**src/rtl/calc_req_scheduler_if.sv**
```systemverilog
// Bundle of the four requester ports, their response outputs, the shared ALU
// handshake and the FSM debug taps of calc_req_scheduler.
interface calc_req_scheduler_if;
  logic [3:0]  req1_cmd_in, req2_cmd_in, req3_cmd_in, req4_cmd_in;
  logic [31:0] req1_data_in, req2_data_in, req3_data_in, req4_data_in;
  logic [1:0]  out_resp1, out_resp2, out_resp3, out_resp4;
  logic [31:0] out_data1, out_data2, out_data3, out_data4;
  logic        alu_req;
  logic [3:0]  alu_cmd;
  logic [31:0] alu_op1, alu_op2;
  logic        alu_ack;
  logic [1:0]  alu_resp;
  logic [31:0] alu_dout;
  logic [1:0]  dbg_sched_state;
  logic [7:0]  dbg_port_state;

  modport slave (
    input  req1_cmd_in, req2_cmd_in, req3_cmd_in, req4_cmd_in,
    input  req1_data_in, req2_data_in, req3_data_in, req4_data_in,
    output out_resp1, out_resp2, out_resp3, out_resp4,
    output out_data1, out_data2, out_data3, out_data4,
    output alu_req, alu_cmd, alu_op1, alu_op2,
    input  alu_ack, alu_resp, alu_dout,
    output dbg_sched_state, dbg_port_state
  );

  modport master (
    output req1_cmd_in, req2_cmd_in, req3_cmd_in, req4_cmd_in,
    output req1_data_in, req2_data_in, req3_data_in, req4_data_in,
    input  out_resp1, out_resp2, out_resp3, out_resp4,
    input  out_data1, out_data2, out_data3, out_data4,
    input  alu_req, alu_cmd, alu_op1, alu_op2,
    output alu_ack, alu_resp, alu_dout,
    input  dbg_sched_state, dbg_port_state
  );
endinterface

```
**src/rtl/calc_req_scheduler.sv**
```systemverilog
// Four-port request scheduler for the shared calculator ALU with watchdog.
// Define CALC_SCHED_FIXED_PRIO_EN for fixed priority (port1 highest) instead of round-robin.
module calc_req_scheduler #(
  parameter int TIMEOUT = 64
) (
  input logic                  c_clk,
  input logic                  reset,
  calc_req_scheduler_if.slave  bus
);
  localparam int WD_W = $clog2(TIMEOUT + 1);

  typedef enum logic [1:0] {P_IDLE, P_OP2, P_PEND, P_ACTIVE} port_state_e;
  typedef enum logic [1:0] {S_IDLE, S_ISSUE, S_RESP} sched_state_e;

  logic [3:0]   cmd_in [4];
  logic [31:0]  data_in [4];
  port_state_e  pst_q [4];
  logic [3:0]   cmd_q [4];
  logic [31:0]  op1_q [4];
  logic [31:0]  op2_q [4];
  logic [1:0]   out_resp_q [4];
  logic [31:0]  out_data_q [4];
  sched_state_e sst_q;
  logic [1:0]   gnt_q;
  logic [WD_W-1:0] wd_q;
  logic         alu_req_q;
  logic [3:0]   alu_cmd_q;
  logic [31:0]  alu_op1_q, alu_op2_q;
  logic         gnt_vld;
  logic [1:0]   gnt_idx;

  assign cmd_in[0] = bus.req1_cmd_in;   assign data_in[0] = bus.req1_data_in;
  assign cmd_in[1] = bus.req2_cmd_in;   assign data_in[1] = bus.req2_data_in;
  assign cmd_in[2] = bus.req3_cmd_in;   assign data_in[2] = bus.req3_data_in;
  assign cmd_in[3] = bus.req4_cmd_in;   assign data_in[3] = bus.req4_data_in;

  function automatic logic cmd_is_valid(input logic [3:0] c);
    return (c == 4'd1) || (c == 4'd2) || (c == 4'd5) || (c == 4'd6);
  endfunction

`ifdef CALC_SCHED_FIXED_PRIO_EN
  always_comb begin
    gnt_vld = 1'b0;
    gnt_idx = 2'd0;
    for (int i = 3; i >= 0; i--) begin
      if (pst_q[i] == P_PEND) begin
        gnt_vld = 1'b1;
        gnt_idx = 2'(i);
      end
    end
  end
`else
  logic [1:0] last_q;
  logic [1:0] cand;

  always_ff @(posedge c_clk or negedge reset) begin
    if (!reset) last_q <= 2'd3;
    else if (sst_q == S_IDLE && gnt_vld) last_q <= gnt_idx;
  end

  // Scan from lowest to highest priority so the last hit (last_q+1) wins.
  always_comb begin
    gnt_vld = 1'b0;
    gnt_idx = 2'd0;
    cand    = 2'd0;
    for (int k = 4; k >= 1; k--) begin
      cand = last_q + 2'(k);
      if (pst_q[cand] == P_PEND) begin
        gnt_vld = 1'b1;
        gnt_idx = cand;
      end
    end
  end
`endif

  // ALU handshake: alu_req rises with alu_cmd/op1/op2 and holds them stable until
  // alu_ack is sampled high or the watchdog expires; alu_ack counts only in ISSUE.
  always_ff @(posedge c_clk or negedge reset) begin
    if (!reset) begin
      for (int i = 0; i < 4; i++) begin
        pst_q[i]      <= P_IDLE;
        cmd_q[i]      <= 4'd0;
        op1_q[i]      <= 32'd0;
        op2_q[i]      <= 32'd0;
        out_resp_q[i] <= 2'd0;
        out_data_q[i] <= 32'd0;
      end
      sst_q     <= S_IDLE;
      gnt_q     <= 2'd0;
      wd_q      <= '0;
      alu_req_q <= 1'b0;
      alu_cmd_q <= 4'd0;
      alu_op1_q <= 32'd0;
      alu_op2_q <= 32'd0;
    end else begin
      for (int i = 0; i < 4; i++) begin
        out_resp_q[i] <= 2'd0;
        out_data_q[i] <= 32'd0;
        case (pst_q[i])
          P_IDLE: if (cmd_in[i] != 4'd0) begin
            cmd_q[i] <= cmd_in[i];
            op1_q[i] <= data_in[i];
            pst_q[i] <= P_OP2;
          end
          P_OP2: begin
            op2_q[i] <= data_in[i];
            pst_q[i] <= P_PEND;
          end
          P_PEND: if (sst_q == S_IDLE && gnt_vld && gnt_idx == 2'(i)) pst_q[i] <= P_ACTIVE;
          P_ACTIVE: if (sst_q == S_RESP && gnt_q == 2'(i)) begin
            // The response cycle doubles as an idle cycle for capture.
            if (cmd_in[i] != 4'd0) begin
              cmd_q[i] <= cmd_in[i];
              op1_q[i] <= data_in[i];
              pst_q[i] <= P_OP2;
            end else begin
              pst_q[i] <= P_IDLE;
            end
          end
          default: pst_q[i] <= P_IDLE;
        endcase
      end

      case (sst_q)
        S_IDLE: if (gnt_vld) begin
          gnt_q <= gnt_idx;
          if (cmd_is_valid(cmd_q[gnt_idx])) begin
            sst_q     <= S_ISSUE;
            wd_q      <= '0;
            alu_req_q <= 1'b1;
            alu_cmd_q <= cmd_q[gnt_idx];
            alu_op1_q <= op1_q[gnt_idx];
            alu_op2_q <= op2_q[gnt_idx];
          end else begin
            sst_q               <= S_RESP;
            out_resp_q[gnt_idx] <= 2'd2;
          end
        end
        S_ISSUE: begin
          if (bus.alu_ack || wd_q == WD_W'(TIMEOUT - 1)) begin
            sst_q     <= S_RESP;
            wd_q      <= '0;
            alu_req_q <= 1'b0;
            alu_cmd_q <= 4'd0;
            alu_op1_q <= 32'd0;
            alu_op2_q <= 32'd0;
            if (bus.alu_ack) begin
              out_resp_q[gnt_q] <= bus.alu_resp;
              out_data_q[gnt_q] <= bus.alu_dout;
            end else begin
              out_resp_q[gnt_q] <= 2'd3;
            end
          end else begin
            wd_q <= wd_q + 1'b1;
          end
        end
        S_RESP:  sst_q <= S_IDLE;
        default: sst_q <= S_IDLE;
      endcase
    end
  end

  assign bus.out_resp1 = out_resp_q[0];  assign bus.out_data1 = out_data_q[0];
  assign bus.out_resp2 = out_resp_q[1];  assign bus.out_data2 = out_data_q[1];
  assign bus.out_resp3 = out_resp_q[2];  assign bus.out_data3 = out_data_q[2];
  assign bus.out_resp4 = out_resp_q[3];  assign bus.out_data4 = out_data_q[3];
  assign bus.alu_req   = alu_req_q;
  assign bus.alu_cmd   = alu_cmd_q;
  assign bus.alu_op1   = alu_op1_q;
  assign bus.alu_op2   = alu_op2_q;
  assign bus.dbg_sched_state = sst_q;
  assign bus.dbg_port_state  = {pst_q[3], pst_q[2], pst_q[1], pst_q[0]};
endmodule

```
**src/flat_wrapper.sv**
```systemverilog
// flat-port wrapper written by rule: the top's interface ports become plain ports
module calc_req_scheduler_flat 
#(
  parameter int TIMEOUT = 64
)
  (c_clk, reset, bus_req1_cmd_in, bus_req2_cmd_in, bus_req3_cmd_in, bus_req4_cmd_in, bus_req1_data_in, bus_req2_data_in, bus_req3_data_in, bus_req4_data_in, bus_out_resp1, bus_out_resp2, bus_out_resp3, bus_out_resp4, bus_out_data1, bus_out_data2, bus_out_data3, bus_out_data4, bus_alu_req, bus_alu_cmd, bus_alu_op1, bus_alu_op2, bus_alu_ack, bus_alu_resp, bus_alu_dout, bus_dbg_sched_state, bus_dbg_port_state);
  calc_req_scheduler_if bus_i ();
  input logic c_clk;
  input logic reset;
  input wire logic [$bits(bus_i.req1_cmd_in)-1:0] bus_req1_cmd_in;
  input wire logic [$bits(bus_i.req2_cmd_in)-1:0] bus_req2_cmd_in;
  input wire logic [$bits(bus_i.req3_cmd_in)-1:0] bus_req3_cmd_in;
  input wire logic [$bits(bus_i.req4_cmd_in)-1:0] bus_req4_cmd_in;
  input wire logic [$bits(bus_i.req1_data_in)-1:0] bus_req1_data_in;
  input wire logic [$bits(bus_i.req2_data_in)-1:0] bus_req2_data_in;
  input wire logic [$bits(bus_i.req3_data_in)-1:0] bus_req3_data_in;
  input wire logic [$bits(bus_i.req4_data_in)-1:0] bus_req4_data_in;
  output wire logic [$bits(bus_i.out_resp1)-1:0] bus_out_resp1;
  output wire logic [$bits(bus_i.out_resp2)-1:0] bus_out_resp2;
  output wire logic [$bits(bus_i.out_resp3)-1:0] bus_out_resp3;
  output wire logic [$bits(bus_i.out_resp4)-1:0] bus_out_resp4;
  output wire logic [$bits(bus_i.out_data1)-1:0] bus_out_data1;
  output wire logic [$bits(bus_i.out_data2)-1:0] bus_out_data2;
  output wire logic [$bits(bus_i.out_data3)-1:0] bus_out_data3;
  output wire logic [$bits(bus_i.out_data4)-1:0] bus_out_data4;
  output wire logic [$bits(bus_i.alu_req)-1:0] bus_alu_req;
  output wire logic [$bits(bus_i.alu_cmd)-1:0] bus_alu_cmd;
  output wire logic [$bits(bus_i.alu_op1)-1:0] bus_alu_op1;
  output wire logic [$bits(bus_i.alu_op2)-1:0] bus_alu_op2;
  input wire logic [$bits(bus_i.alu_ack)-1:0] bus_alu_ack;
  input wire logic [$bits(bus_i.alu_resp)-1:0] bus_alu_resp;
  input wire logic [$bits(bus_i.alu_dout)-1:0] bus_alu_dout;
  output wire logic [$bits(bus_i.dbg_sched_state)-1:0] bus_dbg_sched_state;
  output wire logic [$bits(bus_i.dbg_port_state)-1:0] bus_dbg_port_state;
  assign bus_i.req1_cmd_in = bus_req1_cmd_in;
  assign bus_i.req2_cmd_in = bus_req2_cmd_in;
  assign bus_i.req3_cmd_in = bus_req3_cmd_in;
  assign bus_i.req4_cmd_in = bus_req4_cmd_in;
  assign bus_i.req1_data_in = bus_req1_data_in;
  assign bus_i.req2_data_in = bus_req2_data_in;
  assign bus_i.req3_data_in = bus_req3_data_in;
  assign bus_i.req4_data_in = bus_req4_data_in;
  assign bus_out_resp1 = bus_i.out_resp1;
  assign bus_out_resp2 = bus_i.out_resp2;
  assign bus_out_resp3 = bus_i.out_resp3;
  assign bus_out_resp4 = bus_i.out_resp4;
  assign bus_out_data1 = bus_i.out_data1;
  assign bus_out_data2 = bus_i.out_data2;
  assign bus_out_data3 = bus_i.out_data3;
  assign bus_out_data4 = bus_i.out_data4;
  assign bus_alu_req = bus_i.alu_req;
  assign bus_alu_cmd = bus_i.alu_cmd;
  assign bus_alu_op1 = bus_i.alu_op1;
  assign bus_alu_op2 = bus_i.alu_op2;
  assign bus_i.alu_ack = bus_alu_ack;
  assign bus_i.alu_resp = bus_alu_resp;
  assign bus_i.alu_dout = bus_alu_dout;
  assign bus_dbg_sched_state = bus_i.dbg_sched_state;
  assign bus_dbg_port_state = bus_i.dbg_port_state;
  calc_req_scheduler #(.TIMEOUT(TIMEOUT)) u_core (.c_clk(c_clk), .reset(reset), .bus(bus_i));
endmodule
```
**config.mk**
```make
export PLATFORM = sky130hd
export DESIGN_NAME = calc_req_scheduler_flat
export DESIGN_NICKNAME = d
export VERILOG_FILES = /design/src/rtl/calc_req_scheduler_if.sv /design/src/rtl/calc_req_scheduler.sv /design/src/flat_wrapper.sv
export SDC_FILE = /design/constraint.sdc
export NUM_CORES = 1
export LEC_CHECK = 0
export BUFFER_PORTS_ARGS = -buffer_cell sky130_fd_sc_hd__buf_2
export CORE_MARGIN = 8
export CORE_UTILIZATION = 45
export DETAILED_ROUTE_END_ITERATION = 7
export PLACE_DENSITY = 0.71
export SYNTH_ARGS = -nofsm -noshare
export SYNTH_HDL_FRONTEND = slang
export SYNTH_SLANG_ARGS = --single-unit
```
**constraint.sdc**
```tcl
create_clock -name c_clk -period 3.2 [get_ports c_clk]
set_input_delay 0.32 -clock c_clk [delete_from_list [all_inputs] [get_ports c_clk]]
set_output_delay 0.32 -clock c_clk [all_outputs]
set_load 0.005 [all_outputs]
```
After elaboration in Yosys (flattened, before gate mapping)

Index checks and enable logic that the tools add are counted.
W data, S select, Z words.

$add $sub $neg: 4
Order comparisons: 8
Equality and inequality tests: 44
Mux-type cells: 110
Bitwise operators: 8
Reductions and logical operators: 43

Operator list:

| cell                 | count |
|---|---|
| $mux W32             | 18 |
| $mux W128            | 3 |
| $pmux W32 S2         | 6 |
| $and A128 B128 Y128  | 1 |
| $bmux W32 S2         | 2 |
| $demux W32 S2        | 1 |
| $mux W2              | 29 |
| $mux W4              | 13 |
| $pmux W4 S2          | 5 |
| $eq A2 B2 Y1 const B | 17 |
| $mux W8              | 4 |
| $pmux W2 S4          | 4 |
| $ne A2 B1 Y1 const B | 14 |
| $mux W7              | 3 |
| $ge A3 B3 Y1 const B | 6 |
| $not A2 Y3           | 6 |
| $bmux W2 S2          | 4 |
| $pmux W8 S2          | 1 |
| $reduce_bool A4 Y1   | 4 |
| $reduce_and A3 Y1    | 5 |
| $eq A2 B1 Y1 const B | 7 |
| $logic_not A2 Y1     | 7 |
| $pmux W7 S2          | 1 |
| $reduce_and A2 Y1    | 6 |
| 19 further kinds     | 50 |

Register bits after elaboration: 498
Logic and storage cells: 249

Logic depth before layout (Yosys ltp)

Gate-level depths: netlist of run 1.

Word-level depth: 20
Mapped depth: 9
Depth with buffers taken out: 7

Least setup slack after synthesis of run 1

Ideal clock, no wire load.

Kind: register to register
From: reg u_core.wd_q[0]
To: reg u_core.alu_op1_q[23] (netlist: u_core.bus.alu_op1[23])
Arrival time: 2.186 ns
Path slack: 0.892 ns
Stages on the path, launching flop included: 10
Buffers on the path: 2
Period minus slack after synthesis: 2.308 ns
Path through: dfrtp_1 -> ha_1 -> nand3_1 -> o31a_1 -> or3_1 -> a211oi_1 -> a211oi_2 -> buf_4 -> buf_6 -> a32o_1

Cells in the longest elaborated chain, start to end: 4

Ends and longest elaborated chain:

| what                        | RTL line                  | source |
|---|---|---|
| from (decl)                 | calc_req_scheduler.sv:25  | `logic [WD_W-1:0] wd_q;` |
| from (signal assigned)      | calc_req_scheduler.sv:154 | `wd_q <= wd_q + 1'b1;` |
| $eq A7 B6 Y1                | calc_req_scheduler.sv:140 | `if (bus.alu_ack \|\| wd_q == WD_W'(TIMEOUT - 1)) begin` |
| $logic_or A1 B1 Y1          | calc_req_scheduler.sv:140 |  |
| $ne A2 B1 Y1 (no line)      | --                        |  |
| $reduce_and A4 Y1 (no line) | --                        |  |
| to (signal assigned)        | calc_req_scheduler.sv:132 | `alu_op1_q <= op1_q[gnt_idx];` |
| to (decl)                   | calc_req_scheduler.sv:28  | `logic [31:0] alu_op1_q, alu_op2_q;` |

Every way passes these cells.
A chain may end at the register's enable or synchronous reset.

Worst setup path after layout of run 1

From: reg u_core.pst_q, in the netlist u_core.bus.dbg_port_state[0]
To: reg u_core.pst_q, in the netlist u_core.bus.dbg_port_state[5]

Cells in the longest elaborated chain, start to end: 12

Ends and longest elaborated chain:

| what                                                | RTL line                  | source |
|---|---|---|
| from (decl)                                         | calc_req_scheduler.sv:17  | `port_state_e pst_q [4];` |
| from (signal, indexed assignment)                   | calc_req_scheduler.sv:81  | `pst_q[i] <= P_IDLE;` |
| from (signal, indexed assignment)                   | calc_req_scheduler.sv:103 | `pst_q[i] <= P_OP2;` |
| from (signal, indexed assignment)                   | calc_req_scheduler.sv:107 | `pst_q[i] <= P_PEND;` |
| $bmux W2 S2                                         | calc_req_scheduler.sv:68  | `if (pst_q[cand] == P_PEND) begin` |
| $mux W2 (not written as such) (2 in series)         | calc_req_scheduler.sv:68  |  |
| $eq A2 B2 Y1                                        | calc_req_scheduler.sv:68  |  |
| $mux W2 or $mux W1 (tied branches) (4 in series)    | calc_req_scheduler.sv:68  |  |
| $eq A2 B2 Y1 or $logic_and A1 B1 Y1 (tied branches) | calc_req_scheduler.sv:109 | `P_PEND: if (sst_q == S_IDLE && gnt_vld && gnt_idx == 2'(i)) pst_q[i] <= P_ACTIVE;` |
| $logic_and A1 B1 Y1 *                               | calc_req_scheduler.sv:109 |  |
| $ne A2 B1 Y1 (no line) *                            | --                        |  |
| $reduce_and A3 Y1 (no line) *                       | --                        |  |

Mark *: on every way between the ends. The rest lies on a longest branch, timed or not. The select of a mux whose other input is x is not followed.

==> results of run 1 <==
[placed cells by master, fill, tap and decap left out, types with 12 or more instances in the layout]
cell	count
buf_2	394
dfrtp_1	496
clkbuf_16	50
dlygate4sd3_1	174
nand2_1	284
a32o_1	67
mux2_2	264
a21oi_1	12
nor2_1	23
buf_4	30
nand3_1	138
inv_1	14
and2_1	130
ha_1	16
[report_power, final]
| part | leakage [nW] | switching [W] | internal [W] |
|---|---|---|---|
| clock | 0.848 | 0.00251 | 0.00362 |
| sequential | 6.22 | 0.00145 | 0.00876 |
| combinational | 5.81 | 0.00782 | 0.00618 |
| total | 12.9 | 0.0118 | 0.0186 |
[how the worst min path moves through the flow]
stage | slack [ns] | end | startpoint | depth (start not counted)
floorplan | 0.02 | u_core.bus.alu_cmd[0] | reset | 0
CTS | 0.00005 | u_core.op2_q[36] | bus_req3_data_in[4] | 2
global placement | 0.31 | u_core.bus.out_data4[16] | reset | 1
finish | 0.02 | u_core.op1_q[33] | bus_req3_data_in[1] | 2
global route | 0.004 | u_core.bus.out_data3[13] | bus_alu_dout[13] | 2
detailed placement | 0.32 | u_core.bus.out_data4[16] | reset | 1
[flip-flops by register name, summed over array words and instances (netlist names)]
| register | count |
|---|---|
| u_core.op1_q | 128 |
| u_core.op2_q | 128 |
| u_core.bus.alu_op1 | 32 |
| u_core.bus.alu_op2 | 32 |
| u_core.bus.out_data1 | 32 |
| u_core.bus.out_data2 | 32 |
| u_core.bus.out_data3 | 32 |
| u_core.bus.out_data4 | 32 |
| u_core.cmd_q | 16 |
| u_core.bus.dbg_port_state | 8 |
| u_core.wd_q | 7 |
| u_core.bus.alu_cmd | 4 |
| u_core.bus.dbg_sched_state | 2 |
| u_core.bus.out_resp1 | 2 |
| u_core.bus.out_resp2 | 2 |
| u_core.bus.out_resp3 | 2 |
| u_core.bus.out_resp4 | 2 |
| u_core.gnt_q | 2 |
| u_core.last_q | 2 |
| u_core.bus.alu_req | 1 |
[worst max-delay path: stages, from the launching register on]
cell	delay [ns]
dfrtp_1	0.56
and3b_1	0.26
o21ai_0	0.44
nand3_4	0.39
o31ai_1	0.47
nand3_1	0.17
mux2_2	0.30
[timing repair]
action | CTS | global route
hold endpoints to repair | 441 | 0
buffers inserted | 0 | 0
hold buffers | 174 | 0
[kinds of logic (layout without fill, tap and decap cells)]
| family | after synthesis | after routing |
|---|---|---|
| AND/OR/NAND/NOR | 628 | 628 |
| flip-flops | 498 | 498 |
| multiplexers | 266 | 266 |
| AO/OA/AOI/OAI | 139 | 139 |
| buffers and inverters | 119 | 715 |
| adder cells (fa/ha/maj) | 20 | 20 |
| XOR/XNOR | 4 | 4 |
| other | 0 | 6 |
[metal layers]
metal	wire [um]	vias to the layer above	share of wire [%]	GRT usage, %
li1	-	6915	-	-
met1	25200	7696	41	29.1
met2	30000	618	49	38.8
met3	4330	139	7.0	6.04
met4	2050	8	3.3	7.95
met5	42	-	0.068	0
[cell type report]
cell class / count / area (sq um) / share of cell area [%]
diodes: 6 / 15.0 / 0.0561
clock buffers: 71 / 1430 / 5.35
flip-flops and latches: 498 / 12500 / 46.6
well taps: 600 / 751 / 2.81
clock inverters: 21 / 304 / 1.14
inverters: 14 / 52.6 / 0.196
repair buffers: 609 / 4150 / 15.5
multi-input cells: 1057 / 7580 / 28.3
[per-stage QoR]
stage	util, %	power (W)	std cells	setup slack [ns]
after floorplan	-	0.0195	1674	0.892
after global placement	51.5	0.0236	2604	0.563
after detailed placement	51.5	0.0241	2604	0.519
after CTS	59.2	0.0305	2870	0.501
after global routing	59.2	0.0323	2875	0.268
final	59.2	0.0303	2876	0.496
==> metrics.md, run 1 <==
| Metric | Value |
|---|---|
| Area leader, netlist | `dfrtp_1` |
| Cell with the most instances after synthesis | `dfrtp_1` |
| Worst skew pair latency | `between 0.6 and 0.7 ns` |
| Period minus WS final | `approximately 2.7 ns` |
| Placed wire-length estimate | `approximately 42000 um` |
| Antenna Nets Post-Route | `0` |
| Fillers | `~3.5k` |
| Initial antenna violation count | `10` |
| FF-to-FF Start | `u_core.bus.dbg_port_state[0]` |
| Largest family of logic cells by synthesized area | `simple AND/OR/NAND/NOR gates` |
| Ranking of synthesized cells by area | `dfrtp_1 61%, mux2_2 15%, nand2_1 5.2%, and2_1 4.0%, nand3_1 3.4%` |
| Final WL | `about 60000 um` |
| Final-stage net count | `between 2k and 2.5k` |
| Port Buffers | `approximately 400` |
| Sequential fraction of the synthesis area | `between 60% and 70%` |
| Synth Instances | `about 1.7k` |
| Synth Area in XOR/XNOR | `less than 1%` |
| Arrival time worst endpoint | `3.17 ns` |
| Clk sinks | `between 400 and 500` |
| Rows | `78` |
| Compound-Gate Fraction of Synth Area | `5.95%` |
| Count of cell types in the netlist | `59` |
| CP Capture Type | `register` |
| Reg-to-reg slack, setup | `0.50 ns` |
| CTS tree | `done` |
| Final hold violation count | `0` |
| Hold Crit Class | `primary input to register` |
| Slew headroom | `45.3%` |
| Layout area overhead | `30.6%` |
| CTS root buffer | `clkbuf_16` |
| Iteration-0 DRC Markers | `roughly 1.1k` |
| Number of flops mapped to enable cells by yosys | `0` |
| CTS Buf Count | `50` |
| Yosys top cell area share | `between 60% and 70%` |
| Total track usage | `between 20% and 30%` |
| First-pass GRT wire length | `approximately 97000 um` |
| Vias in the first global route | `16.5k` |
| Crit path max fanout | `26` |
| P_leak | `roughly 13 nW` |
| Mapped cell area | `approximately 20000 sq um` |
| Type of the worst setup path | `register to register` |
| Setup crit start kind | `register` |
| Num ports | `396` |
| # resized after CTS | `0` |
| Reg2reg path depth | `6` |
| Synth cell count leaders | `496 x dfrtp_1, 284 x nand2_1, 264 x mux2_2` |
| Pins Over Slew Limit | `0` |
| Yosys warns | `0` |
| Mean post-synth cell area | `12.2 sq um` |
| DIE AREA | `~53000 sq um` |
| Outcome | `finished, final reports clean` |
| Total grt overflow | `0` |
| Clock transition at the registers of the reported paths | `around 0.060 ns` |
| FFs w/ async S/R, synth | `100%` |
| CP endpoint | `u_core.bus.dbg_port_state[5]` |
| Drt pass-1 iters | `5` |
| Worst Path Required | `3.67 ns` |
| Design area | `~27000 sq um` |
| Post-Synth Simple-Gate Area | `~15%` |
| RSZ-0062 raised after global routing | `no` |
| Max Root-Sink Buffers | `3` |
| Die H | `229 um` |
| Setup crit start | `u_core.bus.dbg_port_state[0]` |
| Yosys reg bits | `498` |
| Final hold slack | `roughly 0.021 ns` |
| Endpoints failing setup | `0` |
| Share of cells above drive strength 1 | `around 35%` |
| PD cells | `1130 nW/um^2` |
| DR vias/cell | `~5.3` |
| Slew of the pin with the lowest slew margin | `approximately 0.8 ns` |
| Routed len/inst | `21.4 um` |
| Net Count, Synth | `1875` |
| Setup TNS | `0 ns` |
| Placer congestion estimate | `0.866` |
| Vias | `roughly 15k` |
| Maximum VDD drop | `between 700 and 800 uV` |
| Reg2reg end | `u_core.bus.dbg_port_state[5]` |
| Fin crit share | `between 80% and 90%` |
| Area share of fa/ha/maj cells after synthesis | `between 1 and 1.5%` |
| Mux cell area share after synthesis | `~15%` |
| Synth Flop Type | `dfrtp_1` |
| Setup Skew | `~0.028 ns` |
| CTS H-tree lvls | `2` |
| Max Cap Viol | `0` |
| Largest net degree at the start of global routing | `97` |
| Die width | `approximately 230 um` |
| Detailed-route DRC error count | `0` |
| DP Area | `around 23000 sq um` |
| Area of the core | `about 45000 sq um` |
| Highest clock rate | `roughly 370 MHz` |
| Initial Util | `a little under half` |
Note: power is estimated with default switching activity, not from simulation.
==> run 2, diff against run 1 <==
--- a/config.mk
+++ b/config.mk
@@ -9,7 +9,7 @@
 export CORE_MARGIN = 8
 export CORE_UTILIZATION = 45
 export DETAILED_ROUTE_END_ITERATION = 7
-export PLACE_DENSITY = 0.71
+export PLACE_DENSITY = 0.74
 export SYNTH_ARGS = -nofsm -noshare
 export SYNTH_HDL_FRONTEND = slang
 export SYNTH_SLANG_ARGS = --single-unit
==> constraint.sdc (replaced) <==
create_clock -name c_clk -period 2.2 [get_ports c_clk]
set_input_delay 0.22 -clock c_clk [delete_from_list [all_inputs] [get_ports c_clk]]
set_output_delay 0.22 -clock c_clk [all_outputs]
set_load 0.005 [all_outputs]
==> run 2 against run 1 <==
Against the previous run: routed wire length rose by 4.1%; maximum frequency grew 15%; clock power increased by 42%; the run now ends with setup timing left; flip-flop and latch count did not move; critical path depth is 1 higher; highest routed layer unchanged; register-to-register slack lost 0.64 ns; final cell count increased by 2.7%; sequential power up 45%; global-route usage up 0.66 points; via count increased by 3.2%; non-clock buffer count is 66 higher; critical path type unchanged.
==> metrics.md, run 2 (synthesis results as in run 1) <==
| Metric | Value |
|---|---|
| Sequential Power Share | `31.4% (-2.3 points)` |
| Fillers | `3360 (-5.1%)` |
| CTS Buf Count | `52 (+4.0%)` |
| Outcome | `complete, but fails checks` |
| Maximum VDD drop | `1040 uV (+43%)` |
| Final hold violation count | `0 (unchanged)` |
| P_leak | `13.3 nW (+3.6%)` |
| Worst Path Required | `2.68 ns (-0.99 ns)` |
| Largest net degree at the start of global routing | `77 (-21%)` |
| Commonest non-fill, non-tap cell in the layout | `dfrtp_1` |
| Slew of the pin with the lowest slew margin | `0.676 ns (-0.138 ns)` |
| Num ports | `396 (unchanged)` |
| Die width | `229 um (unchanged)` |
| Total grt overflow | `0 (unchanged)` |
| Register area | `12500 sq um (about the same)` |
| CTS H-tree lvls | `2 (unchanged)` |
| Placed wire-length estimate | `42400 um (+2.0%)` |
| Endpoints failing setup | `82 (+82)` |
| Placer congestion estimate | `0.853 (-1.5%)` |
| Pins Over Slew Limit | `0 (unchanged)` |
| Type of the worst setup path | `register to register` |
| RSZ-0062 raised after global routing | `yes` |
| Period minus WS final | `2.35 ns (-0.357 ns)` |
| Antenna Nets Post-Route | `0 (unchanged)` |
| Routed len/inst | `21.7 um (+1.4%)` |
| CTS root buffer | `clkbuf_16` |
| DP Worst Slack | `-0.190 ns (-0.708 ns)` |
| PD cells | `1700 nW/um^2 (+50%)` |
| Max Cap Viol | `0 (unchanged)` |
| Reg2reg path depth | `7 (+1)` |
| Slew headroom | `54.5% (+9.3 points)` |
| Failing checks | `setup timing` |
| Core Util, Final | `61.4% (+2.2 points)` |
| Arrival time worst endpoint | `2.82 ns (-0.35 ns)` |
| First-pass GRT wire length | `99600 um (+2.7%)` |
| Port Buffers | `395 (unchanged)` |
| Detailed-route DRC error count | `0 (unchanged)` |
| Layout area overhead | `35.4%` |
| Int Power | `0.0289 W (+56%)` |
| Total track usage | `23.9% (+0.66 points)` |
| Part of the power in combinational logic | `50.1% (+3.9 points)` |
| CP Capture Type | `register` |
| DR vias/cell | `5.38 (+0.54%)` |
| DIE AREA | `52600 sq um (unchanged)` |
| Final WL | `64100 um (+4.1%)` |
| Hold Crit Class | `primary input to register` |
| Share of cells above drive strength 1 | `38.5% (+3.1 points)` |
| Clock transition at the registers of the reported paths | `0.07 ns (about the same)` |
| Initial antenna violation count | `15 (+5)` |
| Die H | `229 um (unchanged)` |
| Switching power share of the total | `38.6% (-0.20 points)` |
| Fin crit share | `107% (+22 points)` |
| Setup crit start kind | `register` |
| Worst skew pair latency | `0.60 ns (about the same)` |
| Crit path max fanout | `35 (+35%)` |
| Iteration-0 DRC Markers | `1033 (-2.3%)` |
| Vias | `15.9k (+3.2%)` |
| Final setup margin | `-0.148 ns (-0.643 ns)` |
| Area of the core | `45200 sq um (unchanged)` |
| Max Root-Sink Buffers | `3 (unchanged)` |
| Setup Skew | `0.0146 ns (-0.0136 ns)` |
| Vias in the first global route | `17.0k (+3.2%)` |
| Worst hold path depth | `4 (+2)` |
| Clk pwr share | `18.5% (-1.7 points)` |
| Drt pass-1 iters | `5 (unchanged)` |
| Initial Util | `45.3% (unchanged)` |
| Area of the multi-input gates | `7770 sq um (+2.5%)` |
| Rows | `78 (unchanged)` |
| Highest clock rate | `426 MHz (+15%)` |
| Final-stage net count | `2499 (+2.8%)` |
| Regs by FF count | `u_core.op1_q x128, u_core.op2_q x128` |
| CTS tree | `done` |
| Commonest non-fill, non-tap cells in the layout | `494 x dfrtp_1, 394 x buf_2, 284 x nand2_1, 263 x mux2_2, 178 x dlygate4sd3_1` |
| Clk sinks | `498 (unchanged)` |
| NetSw | `0.0182 W (+55%)` |
==> run 2: path summary, 6_finish.rpt <==
check	slack (ns)	from	endpoint
setup / recovery	-0.15	u_core.last_q[1]	u_core.bus.alu_op1[17]
hold / removal	0.13	bus_alu_resp[0]	u_core.bus.out_resp3[0]
setup reg to reg	-0.15	u_core.last_q[1]	u_core.bus.alu_op1[17]
hold reg to reg	0.49	u_core.bus.alu_op2[6]	u_core.bus.alu_op2[6]
max in group asynchronous	1.21	reset	u_core.bus.out_data4[19]
min in group asynchronous	0.14	reset	u_core.bus.out_data3[18]
==> run 2: timing repair <==
item,CTS,global route
resized for setup,16,21
endpoints found under the setup margin,99,142
buffers inserted,5,2
pin swaps,6,11
hold buffers,178,0
endpoints found under the hold margin,531,0
cloned,1,1
==> run 2: worst max-delay path, stage by stage, from the launching register on <==
cell and delay (ns):
dfstp_2 0.57, and3b_2 0.23, o22ai_2 0.09, a221o_2 0.48, a211oi_4 0.29, a211oi_4 0.09
buf_12 0.19, a32o_1 0.24
==> run 2: metrics by stage <==
step	hold WS (ns)	std cells	instance area (sq um)	TNS (ns)	total power, W
CTS	0.100	2936	27600	-7.32	0.0466
detailed placement	0.178	2657	24000	-12.61	0.0369
global route	0.162	2948	27700	-14.14	0.0499
finish	0.125	2953	27700	-8.11	0.0471
floorplan	-0.0756	1674	20500	-0.593	0.0286
global placement	0.175	2657	24000	-9.09	0.0360
==> run 2: per-layer routing <==
metal,share of wire [%],wire [um],global-route usage [%]
met5,0.033,21,0
met4,3.0,1950,8.75
met3,7.7,4930,6.40
met2,50,31800,40.4
met1,40,25400,29.1
==> run 2: power by group through the flow <==
stage / Clock (W) / Combinational [W] / Sequential [W]
floorplan: 0 / 0.0142 / 0.0143
global placement: 0 / 0.0213 / 0.0146
detailed placement: 0 / 0.0220 / 0.0148
CTS: 0.00884 / 0.0230 / 0.0147
global route: 0.00926 / 0.0254 / 0.0152
finish: 0.00870 / 0.0236 / 0.0148
==> run 2: cell type report <==
| type | count | area share, % |
|---|---|---|
| Antenna cell | 14 | 0.126 |
| Clock buffer | 72 | 5.29 |
| Clock inverter | 23 | 0.826 |
| Inverter | 14 | 0.189 |
| Multi-Input combinational cell | 1057 | 28.0 |
| Sequential cell | 498 | 44.9 |
| Tap cell | 600 | 2.71 |
| Timing Repair Buffer | 675 | 17.9 |
==> run 3, diff against run 2 <==
--- a/config.mk
+++ b/config.mk
@@ -8,6 +8,7 @@
 export BUFFER_PORTS_ARGS = -buffer_cell sky130_fd_sc_hd__buf_2
 export CORE_MARGIN = 8
 export CORE_UTILIZATION = 45
+export CTS_BUF_LIST = sky130_fd_sc_hd__clkbuf_16
 export DETAILED_ROUTE_END_ITERATION = 7
 export PLACE_DENSITY = 0.74
 export SYNTH_ARGS = -nofsm -noshare
==> constraint.sdc (replaced) <==
create_clock -name c_clk -period 2.2 [get_ports c_clk]
set_input_delay 0.22 -clock c_clk [delete_from_list [all_inputs] [get_ports c_clk]]
set_output_delay 0.22 -clock c_clk [all_outputs]
set_load 0.01 [all_outputs]
==> run 3 against run 2 <==
Against the previous run: the run still ends with setup timing left; register-to-register slack is essentially flat; hold slack lost 0.0070 ns; final cell count grew 0.54%; critical path depth grew 1; critical path type unchanged; first-iteration DRC count grew 18%.
==> metrics.md, run 3 (synthesis results as in run 1) <==
| Metric | Value |
|---|---|
| Failing checks | `setup timing` |
| Sequential Power Share | `31.2% (-0.2 points)` |
| Slew headroom | `67.1% (+13 points)` |
| Total track usage | `23.8% (-0.049 points)` |
| Clock transition at the registers of the reported paths | `0.06 ns (about the same)` |
| CTS H-tree lvls | `2 (unchanged)` |
| Critical path depth | `8 (+1)` |
| DR vias/cell | `5.36 (-0.33%)` |
| Clk sinks | `498 (unchanged)` |
| Final WL | `64600 um (+0.75%)` |
| Area of the multi-input gates | `7880 sq um (+1.4%)` |
| Core Util, Final | `61.7% (+0.34 points)` |
| Regs by FF count | `u_core.op1_q x128, u_core.op2_q x128` |
| Antenna Nets Post-Route | `0 (unchanged)` |
| Total grt overflow | `0 (unchanged)` |
| Worst Path Required | `2.68 ns (about the same)` |
| Register area | `12500 sq um (about the same)` |
| Vias in the first global route | `17.0k (+0.34%)` |
| Most frequent CP cell | `a211oi_4` |
| Max Cap Viol | `0 (unchanged)` |
| Final setup margin | `-0.149 ns (-0.00129 ns)` |
| Maximum VDD drop | `1020 uV (-1.6%)` |
| Placer congestion estimate | `0.852 (-0.15%)` |
| FF-to-FF Start | `u_core.last_q[1]` |
| Int Power | `0.0290 W (about the same)` |
| Endpoints failing setup | `80 (-2.4%)` |
| Setup crit start | `u_core.last_q[1]` |
| Switching power share of the total | `39.2% (+0.60 points)` |
| DP Area | `24000 sq um (+0.34%)` |
| Clk pwr share | `16.9% (-1.6 points)` |
| Pins Over Slew Limit | `0 (unchanged)` |
| CTS root buffer | `clkbuf_16` |
| Part of the power in combinational logic | `51.9% (+1.8 points)` |
| Die H | `229 um (unchanged)` |
| First-pass GRT wire length | `99800 um (+0.19%)` |
| Initial antenna violation count | `12 (-3)` |
| CTS tree | `done` |
| Port Buffers | `395 (unchanged)` |
| Vias | `15.9k (+0.21%)` |
| Routed len/inst | `21.8 um (+0.21%)` |
| Setup Skew | `0.0200 ns (+0.00546 ns)` |
| Slowest-stage cell, CP | `dfstp_2` |
| Arrival time worst endpoint | `2.83 ns (about the same)` |
| DIE AREA | `52600 sq um (unchanged)` |
| Final hold violation count | `0 (unchanged)` |
| Commonest non-fill, non-tap cells in the layout | `493 x dfrtp_1, 394 x buf_2, 283 x nand2_1, 263 x mux2_2, 178 x dlygate4sd3_1` |
| NetSw | `0.0187 W (+2.6%)` |
| CP bufs+invs | `2 (+1)` |
| Max Root-Sink Buffers | `3 (unchanged)` |
| Crit path max fanout | `17 (-51%)` |
| Type of the worst setup path | `register to register` |
| Worst hold path depth | `4 (unchanged)` |
| P_leak | `13.5 nW (+1.2%)` |
| Period minus WS final | `2.35 ns (+0.00129 ns)` |
| Initial Util | `45.3% (unchanged)` |
| Outcome | `complete, but fails checks` |
| PD cells | `1710 nW/um^2 (+0.49%)` |
| Critical path's top delay family | `compound AO/OA/AOI/OAI gates` |
| RSZ-0062 raised after global routing | `yes` |
| CP peak stage delay | `0.58 ns (about the same)` |
| Setup crit start kind | `register` |
| Share of cells above drive strength 1 | `39.0% (+0.49 points)` |
| Placed wire-length estimate | `43300 um (+2.3%)` |
| Num ports | `396 (unchanged)` |
| Hold Crit Class | `primary input to register` |
| Final-stage net count | `2522 (+0.92%)` |
| Reg2reg path depth | `8 (+1)` |
| Rows | `78 (unchanged)` |
| Largest net degree at the start of global routing | `95 (+23%)` |
| Layout area overhead | `36.2%` |
| Setup TNS | `-9.02 ns (-0.908 ns)` |
| Highest clock rate | `426 MHz (about the same)` |
| Worst Hold Launch | `bus_alu_resp[0]` |
| Commonest non-fill, non-tap cell in the layout | `dfrtp_1` |
| Detailed-route DRC error count | `0 (unchanged)` |
| Slew of the pin with the lowest slew margin | `0.494 ns (-0.182 ns)` |
| CTS Buf Count | `51 (-1.9%)` |
| Fin crit share | `107% (about the same)` |
| Drt pass-1 iters | `5 (unchanged)` |
| Crit-path cells | `and3b_2, o22ai_4, a221o_2, a211oi_4, a211oi_4, buf_12, buf_16, a32o_2` |
| CP Capture Type | `register` |
| Iteration-0 DRC Markers | `1223 (+18%)` |
| Power Total | `0.0476 W (+1.1%)` |
| Area of the core | `45200 sq um (unchanged)` |
| Worst skew pair latency | `0.60 ns (about the same)` |
| Die width | `229 um (unchanged)` |
| Design area | `27900 sq um (+0.56%)` |
| Fillers | `3344 (-0.48%)` |
## run 3: final cells by class
| cell class | count | area share (%) |
|---|---|---|
| diodes | 8 | 0.0718 |
| clock buffers | 51 | 4.58 |
| clock inverters | 42 | 0.906 |
| inverters | 14 | 0.188 |
| multi-input cells | 1057 | 28.2 |
| flip-flops and latches | 498 | 44.7 |
| well taps | 600 | 2.69 |
| repair buffers | 699 | 18.6 |
## run 3: per-layer routing
layer | global-route usage (%) | part of all wire (%)
met1 | 29.7 | 41
met2 | 40.1 | 49
met3 | 5.66 | 6.9
met4 | 8.61 | 3.2
met5 | 0.662 | 0.10
## run 3: timing repair
action	CTS	global route
endpoints found under the hold margin	535	0
pin swaps	8	20
hold buffers	178	0
resized for setup	20	42
gates cloned	0	3
buffers inserted	11	9
setup endpoints to repair	86	137
## run 3: worst min-delay path, cell delays in order
cell and delay [ns]:
buf_2 0.10, a21oi_1 0.12, or3_1 0.16, nor3_1 0.06
## run 3: stage by stage
step | worst slack (ns) | cells | hold WS, ns
3_3_place_gp | -0.114 | 2670 | 0.161
2_1_floorplan | -0.0212 | 1674 | -0.0756
6_report | -0.149 | 2969 | 0.118
4_1_cts | -0.119 | 2951 | 0.0837
5_1_grt | -0.200 | 2968 | 0.144
3_5_place_dp | -0.185 | 2670 | 0.166
## run 3: power groups by stage
stage | sequential (W) | clock [W] | combinational, W
2_1_floorplan | 0.0146 | 0 | 0.0143
3_3_place_gp | 0.0147 | 0 | 0.0218
3_5_place_dp | 0.0149 | 0 | 0.0225
4_1_cts | 0.0148 | 0.00821 | 0.0234
5_1_grt | 0.0152 | 0.00859 | 0.0266
6_report | 0.0149 | 0.00806 | 0.0247
## run 3: path summary, 6_finish.rpt
check,slack (ns),endpoint
max,-0.15,u_core.bus.alu_op1[18]
min,0.12,u_core.bus.out_resp1[0]
max reg2reg,-0.15,u_core.bus.alu_op1[18]
min reg2reg,0.49,u_core.op1_q[106]
max in group asynchronous,1.19,u_core.op1_q[105]
min in group asynchronous,0.14,u_core.bus.out_data3[13]
